==> src/rtl/cgra_thread_dispatch.sv <==
// Per-warp thread sequencer: issues one RF row read per granted cycle, tracks it through the fixed-latency fabric and raises the matching writeback.
// Optional perf counters are enabled by defining CGRA_DISPATCH_PERF_EN.
module cgra_thread_dispatch #(
  parameter int NUM_PORTS      = 4,
  parameter int NUM_THREADS    = 32,
  parameter int MAX_PIPE_STAGE = 16,
  parameter int LAT_W          = $clog2(4*MAX_PIPE_STAGE),
  parameter int TID_W          = $clog2(NUM_THREADS)
) (
  input  logic                   clk,
  input  logic                   rst_n,
  input  logic                   clr,
  input  logic                   start,
  input  logic [NUM_THREADS-1:0] thread_mask,
  input  logic [LAT_W-1:0]       pipe_latency,
  output logic                   rf_rd_en,
  output logic [TID_W-1:0]       rf_rd_tid,
  input  logic                   rf_rd_gnt,
  output logic                   rf_wr_en,
  output logic [TID_W-1:0]       rf_wr_tid,
  output logic                   busy,
  output logic                   done
`ifdef CGRA_DISPATCH_PERF_EN
  ,
  output logic [31:0]            perf_busy_cycles,
  output logic [31:0]            perf_stall_cycles
`endif
);
  localparam int LINE_D = 4*MAX_PIPE_STAGE-1;

  typedef enum logic [1:0] {IDLE, ISSUE, DRAIN, DONE} state_t;

  state_t                 state, state_nxt;
  logic [NUM_THREADS-1:0] rem_mask;
  logic [LAT_W-1:0]       lat_q;
  logic [TID_W:0]         inflight;
  logic                   line_vld [LINE_D];
  logic [TID_W-1:0]       line_tid [LINE_D];

  logic             accept, issue, last_issue, tap_vld;
  logic [TID_W-1:0] push_tid, tap_tid;
  logic [LAT_W-1:0] tap_sel;

  assign accept     = (state == IDLE) && start;
  assign rf_rd_en   = (state == ISSUE);
  assign issue      = rf_rd_en && rf_rd_gnt;
  assign last_issue = (rem_mask & (rem_mask - NUM_THREADS'(1))) == '0;
  assign busy       = (state == ISSUE) || (state == DRAIN);
  assign done       = (state == DONE);
  assign push_tid   = issue ? rf_rd_tid : '0;

  always_comb begin
    rf_rd_tid = '0;
    if (state == ISSUE) begin
      for (int i = NUM_THREADS-1; i >= 0; i--) begin
        if (rem_mask[i]) rf_rd_tid = TID_W'(i);
      end
    end
  end

  // Tap 0 is the push itself so a latency of 1 lands in the writeback register directly.
  always_comb begin
    tap_sel = lat_q - LAT_W'(1);
    tap_vld = issue;
    tap_tid = push_tid;
    if (tap_sel != '0) begin
      tap_vld = line_vld[tap_sel - LAT_W'(1)];
      tap_tid = line_tid[tap_sel - LAT_W'(1)];
    end
  end

  always_ff @(posedge clk or negedge rst_n) begin
    if (!rst_n) state <= IDLE;
    else        state <= state_nxt;
  end

  always_comb begin
    state_nxt = state;
    case (state)
      IDLE:    if (start) state_nxt = (|thread_mask) ? ISSUE : DONE;
      ISSUE:   if (issue && last_issue) state_nxt = DRAIN;
      DRAIN:   if (inflight == (TID_W+1)'(1) && rf_wr_en) state_nxt = DONE;
      DONE:    state_nxt = IDLE;
      default: state_nxt = IDLE;
    endcase
    if (clr) state_nxt = IDLE;
  end

  always_ff @(posedge clk or negedge rst_n) begin
    if (!rst_n) begin
      rem_mask  <= '0;
      lat_q     <= '0;
      inflight  <= '0;
      rf_wr_en  <= 1'b0;
      rf_wr_tid <= '0;
      for (int i = 0; i < LINE_D; i++) begin
        line_vld[i] <= 1'b0;
        line_tid[i] <= '0;
      end
    end else if (clr) begin
      rem_mask  <= '0;
      inflight  <= '0;
      rf_wr_en  <= 1'b0;
      rf_wr_tid <= '0;
      for (int i = 0; i < LINE_D; i++) begin
        line_vld[i] <= 1'b0;
        line_tid[i] <= '0;
      end
    end else begin
      if (accept) begin
        rem_mask <= thread_mask;
        lat_q    <= (pipe_latency == '0) ? LAT_W'(1) : pipe_latency;
      end else if (issue) begin
        rem_mask <= rem_mask & (rem_mask - NUM_THREADS'(1));
      end
      // Dead entries of the previous warp sit beyond its tap; flush them so a longer latency cannot re-tap them.
      for (int i = LINE_D-1; i > 0; i--) begin
        line_vld[i] <= accept ? 1'b0 : line_vld[i-1];
        line_tid[i] <= accept ? '0   : line_tid[i-1];
      end
      line_vld[0] <= issue;
      line_tid[0] <= push_tid;
      rf_wr_en    <= tap_vld;
      rf_wr_tid   <= tap_tid;
      if (issue && !rf_wr_en)      inflight <= inflight + (TID_W+1)'(1);
      else if (!issue && rf_wr_en) inflight <= inflight - (TID_W+1)'(1);
    end
  end

`ifdef CGRA_DISPATCH_PERF_EN
  always_ff @(posedge clk or negedge rst_n) begin
    if (!rst_n) begin
      perf_busy_cycles  <= '0;
      perf_stall_cycles <= '0;
    end else begin
      if (busy && perf_busy_cycles != '1) perf_busy_cycles <= perf_busy_cycles + 32'd1;
      if (state == ISSUE && !rf_rd_gnt && perf_stall_cycles != '1)
        perf_stall_cycles <= perf_stall_cycles + 32'd1;
    end
  end
`endif

  a_ports:    assert property (@(posedge clk) NUM_PORTS > 0);
  a_inflight: assert property (@(posedge clk) disable iff (!rst_n) inflight <= (TID_W+1)'(NUM_THREADS));

endmodule

==> config.mk <==
export PLATFORM = sky130hd
export DESIGN_NAME = cgra_thread_dispatch
export DESIGN_NICKNAME = d
export VERILOG_FILES = /design/src/rtl/cgra_thread_dispatch.sv
export SDC_FILE = /design/constraint.sdc
export NUM_CORES = 1
export LEC_CHECK = 0
export ABC_AREA = 1
export CAP_MARGIN = 20
export CORE_MARGIN = 3
export CORE_UTILIZATION = 66
export CTS_CLUSTER_SIZE = 12
export DETAILED_ROUTE_END_ITERATION = 6
export GPL_ROUTABILITY_DRIVEN = 0
export PLACE_DENSITY = 0.85
export REMOVE_ABC_BUFFERS = 1
export SLEW_MARGIN = 15
export SYNTH_ARGS = -nofsm -noshare
export SYNTH_HDL_FRONTEND = slang
export SYNTH_SLANG_ARGS = --single-unit
export TNS_END_PERCENT = 30
==> constraint.sdc <==
create_clock -name clk -period 5.7 [get_ports clk]
set_input_delay 1.14 -clock clk [delete_from_list [all_inputs] [get_ports clk]]
set_output_delay 1.14 -clock clk [all_outputs]
set_load 0.01 [all_outputs]
# Word-level counts from Yosys, hierarchy flattened
# Cells that the tools add are included.
# word_totals
out_inout_bits	14
reg_bits	430
wordCells	349
inputBits	43
# op_classes
reduce_logical	18
n_eq_ne	7
mux	183
n_lt_le_gt_ge	1
bitwise_logic	3
add_sub_neg	5
# op_table
operator	count
$mux 5	100
$mux 315	1
$mux 32	3
$mux 1	66
$mux 63	1
$and 32x32->32	1
$logic_not 32->1	1
$reduce_or 32->1	1
$sub 32x1->32 const B	1
$bmux 5 s6	1
$mux 6	4
$sub 6x1->6 const B	3
$mux 2	5
$pmux 2 s4	1
$ge 7x7->1 const B	1
$not 6->7	1
$add 6x1->6 const B	1
$bmux 1 s6	1
$eq 6x1->1 const B	1
$logic_and 1x1->1	6
$logic_not 6->1	1
$ne 3x2->1 const B	2
$reduce_bool 3->1	2
$reduce_bool 6->1	1
other kinds (9)	11

# Longest topological paths before layout
# depth
word_depth	36
depth_mapped	33
ltp_nobuf	33

# Worst setup path after synthesis
# Ideal clock, no wire load.
# synth_timing
kind	flip-flop to output port
from	register rem_mask[30]
to	output port rf_rd_tid[0]
arrival_ns	1.873
setup_slack_ns	2.687
required_ns	4.560
n_path_buf	0
path_stages_with_launch	34
cell_sequence	dfrtp_1 > inv_1 > nand2_1 > nand2_1 > nand2_1 > nand2_1 > nand2_1 > nand2_1 > nand2_1 > nand2_1 > nand2_1 > nand2_1 > nand2_1 > nand2_1 > nand2_1 > nand2_1 > nand2_1 > nand2_1 > nand2_1 > nand2_1 > nand2_1 > nand2_1 > nand2_1 > nand2_1 > nand2_1 > nand2_1 > nand2_1 > nand2_1 > nand2_1 > nand2_1 > nand2_1 > nand2_1 > nand2_1 > inv_1
# synth_via
elab_chain_cells	32
# synth_lines
element	line_no	text
start, declared	34	logic [NUM_THREADS-1:0] rem_mask;
start signal, assigned	111	rem_mask <= thread_mask;
start signal, assigned	114	rem_mask <= rem_mask & (rem_mask - NUM_THREADS'(1));
$mux 5 (31 in series)	56	if (rem_mask[i]) rf_rd_tid = TID_W'(i);
$mux 5	54	if (state == ISSUE) begin
end, declared	17	output logic [TID_W-1:0] rf_rd_tid,
# No other way between the ends.

# Worst setup path in the final report
# Ends and elaborated chain as after synthesis.

==> impl_metrics.csv <==
group,metric,value,unit
sta,hold_slack,0.484,ns
worst_setup_path,path_max_fanout,3,
place,dp.cells,2640,
power,power_density,569,mW/mm^2
floorplan,initial_core_util,0.680,
power,p_clk_frac,0.222,
worst_setup_path,path_common_cell,"nand2_1",
clock_tree,cts_buffers,44,
finish,drive_gt1_frac,0.0575,
clock_tree,clk_pin_slew_worst_paths,0.06,ns
worst_setup_path,crit_path_end_kind,"output port",
route,drc_errors,0,
finish,area_delta_synth_final,10.8,%
finish,instances_no_fill,2710,
sta,rsz0062_at_grt,"no",
power,power_frac_seq,0.274,
floorplan,core-area,0.0282,mm^2
global_routing,antenna_found_initial,0,
synth,avgSynthCellArea,8.26,um^2
power,p_leak,10.1,nW
worst_setup_path,worstSetupPathType,"flop to output port",
sta,slew_viol_final,0,
synth,synthAdderAreaFrac,0.00847,
synth,netlist_instances,2326,
worst_setup_path,cp.required,4.56,ns
clock_tree,cts_buffer_depth,3,
worst_setup_path,slowest_delay,0.53,ns
floorplan,dieArea,0.0312,mm^2
synth,synth_most_common_cell,"nand2_1",
global_routing,grt_first_pass_wirelength,78.9,mm
worst_setup_path,crit_family,"simple AND/OR/NAND/NOR gates",
route,routed_wl,47.4,mm
route,route.detailed.wl_per_inst,17.5,um
route,num_vias,16000,
worst_setup_path,startpoint,"rem_mask[30]",
worst_setup_path,r2r-start,"lat_q[0]",
worst_setup_path,cp_data_arrival_time,3.26,ns
sta,finalHoldViolCount,0,
synth,synth-compound-area-share,0.124,
clock_tree,insertion_delay,0.54,ns
synth,synth_xor_area_frac,0.00397,
place,post_dp_cell_area,0.0200,mm^2
global_routing,overflow,0,
synth,synth_top_area_cell,"dfrtp_1",
synth,synth_top_family_by_area,"simple AND/OR/NAND/NOR gates",
sta,fmax,227,MHz
sta,worstMarginPinSlew,1.14,ns
route,drtAntennaViolNets,0,
power,p_int,0.00660,W
power,swShare,0.455,
clock_tree,htreeDepth,2,
clock_tree,cts_root_buf,"clkbuf_16",
synth,yosysWarnings,0,
clock_tree,clock_sinks,430,
sta,fin_crit_sh,0.773,
hold_path,hp-class,"flop to flop",
floorplan,io_pins,57,
synth,ys.flop_type,"dfrtp_1",
status,status,"finished clean",
sta,period_minus_slack,4.40,ns
sta,skew,0.0203,ns
global_routing,grt_max_degree,144,
global_routing,track_usage,0.310,
synth,ys_async_sr_fraction,1.00,
power,p_comb_frac,0.504,
run,max_cap_viol_count,0,
floorplan,die_w,177,um
power,ir_worst_vdd,0.467,mV
synth,synth.distinct_cells,49,
synth,synthTopCellsByArea,"dfrtp_1 (56%), nand2_1 (12%), nor2_1 (8.2%)",
clock_tree,cts_tree,"yes",
worst_setup_path,cp_num_buf_inv,3,
place,io_buffer_count,56,
synth,synthSimpleGateAreaFrac,0.230,
route,viasPerCell,5.92,
global_routing,grt_pass1_vias,16100,
synth,synth-seq-area-share,0.560,
power,switching_power,0.00552,W
synth,synth_top_cell_area_share,0.560,
finish,antennaDiodeCount,0,
hold_path,hp-start,"line_tid[297]",
clock_tree,cts_hold_buffers,0,
synth,synth.ff_latch_count,430,
finish,stdcell_area,0.0213,mm^2
floorplan,die_h,177,um
finish,fin_nets,2364,
synth,synth_common_cells,"nand2_1 (592), dfrtp_1 (430), nor2_1 (419)",
route,initialDrtViolationCount,2136,
clock_tree,ctsResizeCount,0,
worst_setup_path,critical-path-slowest-cell,"clkdlybuf4s50_1",
sta,setup_violations,0,
route,dr.pass1.iters,6,
sta,slew_headroom,0.237,
floorplan,num_rows,61,
synth,synthMuxAreaShare,0,
worst_setup_path,cp-start-kind,"flop",
synth,synth-edff-count,0,
synth,synth_area,0.0192,mm^2
place,dpl.hpwl,26.6,mm
clock_tree,post_cts_buffers,0,
-- worst min-delay path: cells and delay by family (launching register included) --
family                 cells  cell delay (ns)
AND/OR/NAND/NOR            1             0.08
buffers and inverters      1             0.05
flip-flops                 1             0.32
-- flip-flops by register name, indices dropped and copies added, names as in the netlist --
| signal | cells |
|---|---|
| rf_wr_en | 1 |
| rf_wr_tid | 5 |
| line_tid | 315 |
| line_vld | 63 |
| state | 2 |
| inflight | 6 |
| rem_mask | 32 |
| lat_q | 6 |
-- cell type report --
| class | count | area (um^2) |
|---|---|---|
| Sequential cell | 430 | 10800 |
| Clock inverter | 3 | 32.5 |
| Clock buffer | 67 | 1290 |
| Multi-Input combinational cell | 1523 | 7070 |
| Inverter | 227 | 860 |
| Fill cell | 2003 | 6950 |
| Timing Repair Buffer | 82 | 812 |
| Tap cell | 378 | 473 |
-- through the flow --
stage | setup WS [ns] | utilization | power [W] | setup TNS, ns
global route | 0.916 | 0.754 | 0.0129 | 0
floorplan | -2.62 | - | 0.00728 | -290.58
finish | 1.30 | 0.754 | 0.0121 | 0
CTS | 1.28 | 0.754 | 0.0120 | 0
global placement | 1.51 | 0.707 | 0.00922 | 0
detailed placement | 1.44 | 0.707 | 0.00930 | 0
-- per-layer routing --
metal	up-vias	GRT usage	wire, um
met3	124	0.0547	4190
met2	775	0.509	22900
met5	-	0	0
met4	0	0.0985	1270
met1	7783	0.428	19100
li1	7364	-	-
-- logic make-up (layout without fill, tap and decap cells) --
logic type                 after synthesis  after routing
AOI/OAI and AO/OA                      397            397
and+or+nand+nor                       1106           1106
xor gates and xnor gates                 7              7
DFF                                    430            430
buffers and inverters                  373            379
adders and majority gates               13             13
-- cell usage in the layout, fill, tap and decap left out, drive strengths merged, types with 2 or more instances in the layout --
master and n:
inv 227, a21oi 69, a31oi 9, a221oi 2, ha 13, o31ai 3
a22oi 3, nand4 10, nand2 595, dfrtp 430, xor2 5, clkbuf 67
nor2 431, clkdlybuf4s50 54, clkinv 2, nor3 12, o21ai 194, o211ai 7
nand3 44, o221ai 36, o2111ai 24, o311ai 10, xnor2 2, o22ai 34
nor4 12, buf 28
-- power by group through the flow --
stage	combinational, W	sequential [W]	clock, W
6_report	0.00611	0.00332	0.00269
5_1_grt	0.00669	0.00334	0.00285
4_1_cts	0.00602	0.00332	0.00271
3_5_place_dp	0.00593	0.00337	0
3_3_place_gp	0.00586	0.00337	0
2_1_floorplan	0.00383	0.00345	0
-- worst paths after layout --
check / endpoint / slack [ns] / depth (start not counted)
hold / removal: line_tid[292] / 0.48 / 2
setup / recovery: rf_rd_tid[0] / 1.30 / 34
min in group asynchronous: line_tid[51] / 0.60 / 1
hold reg to reg: line_tid[292] / 0.48 / 2
max in group asynchronous: line_tid[131] / 3.66 / 2
setup reg to reg: rf_wr_tid[1] / 1.86 / 11
Power figures use the tool's default switching activity.
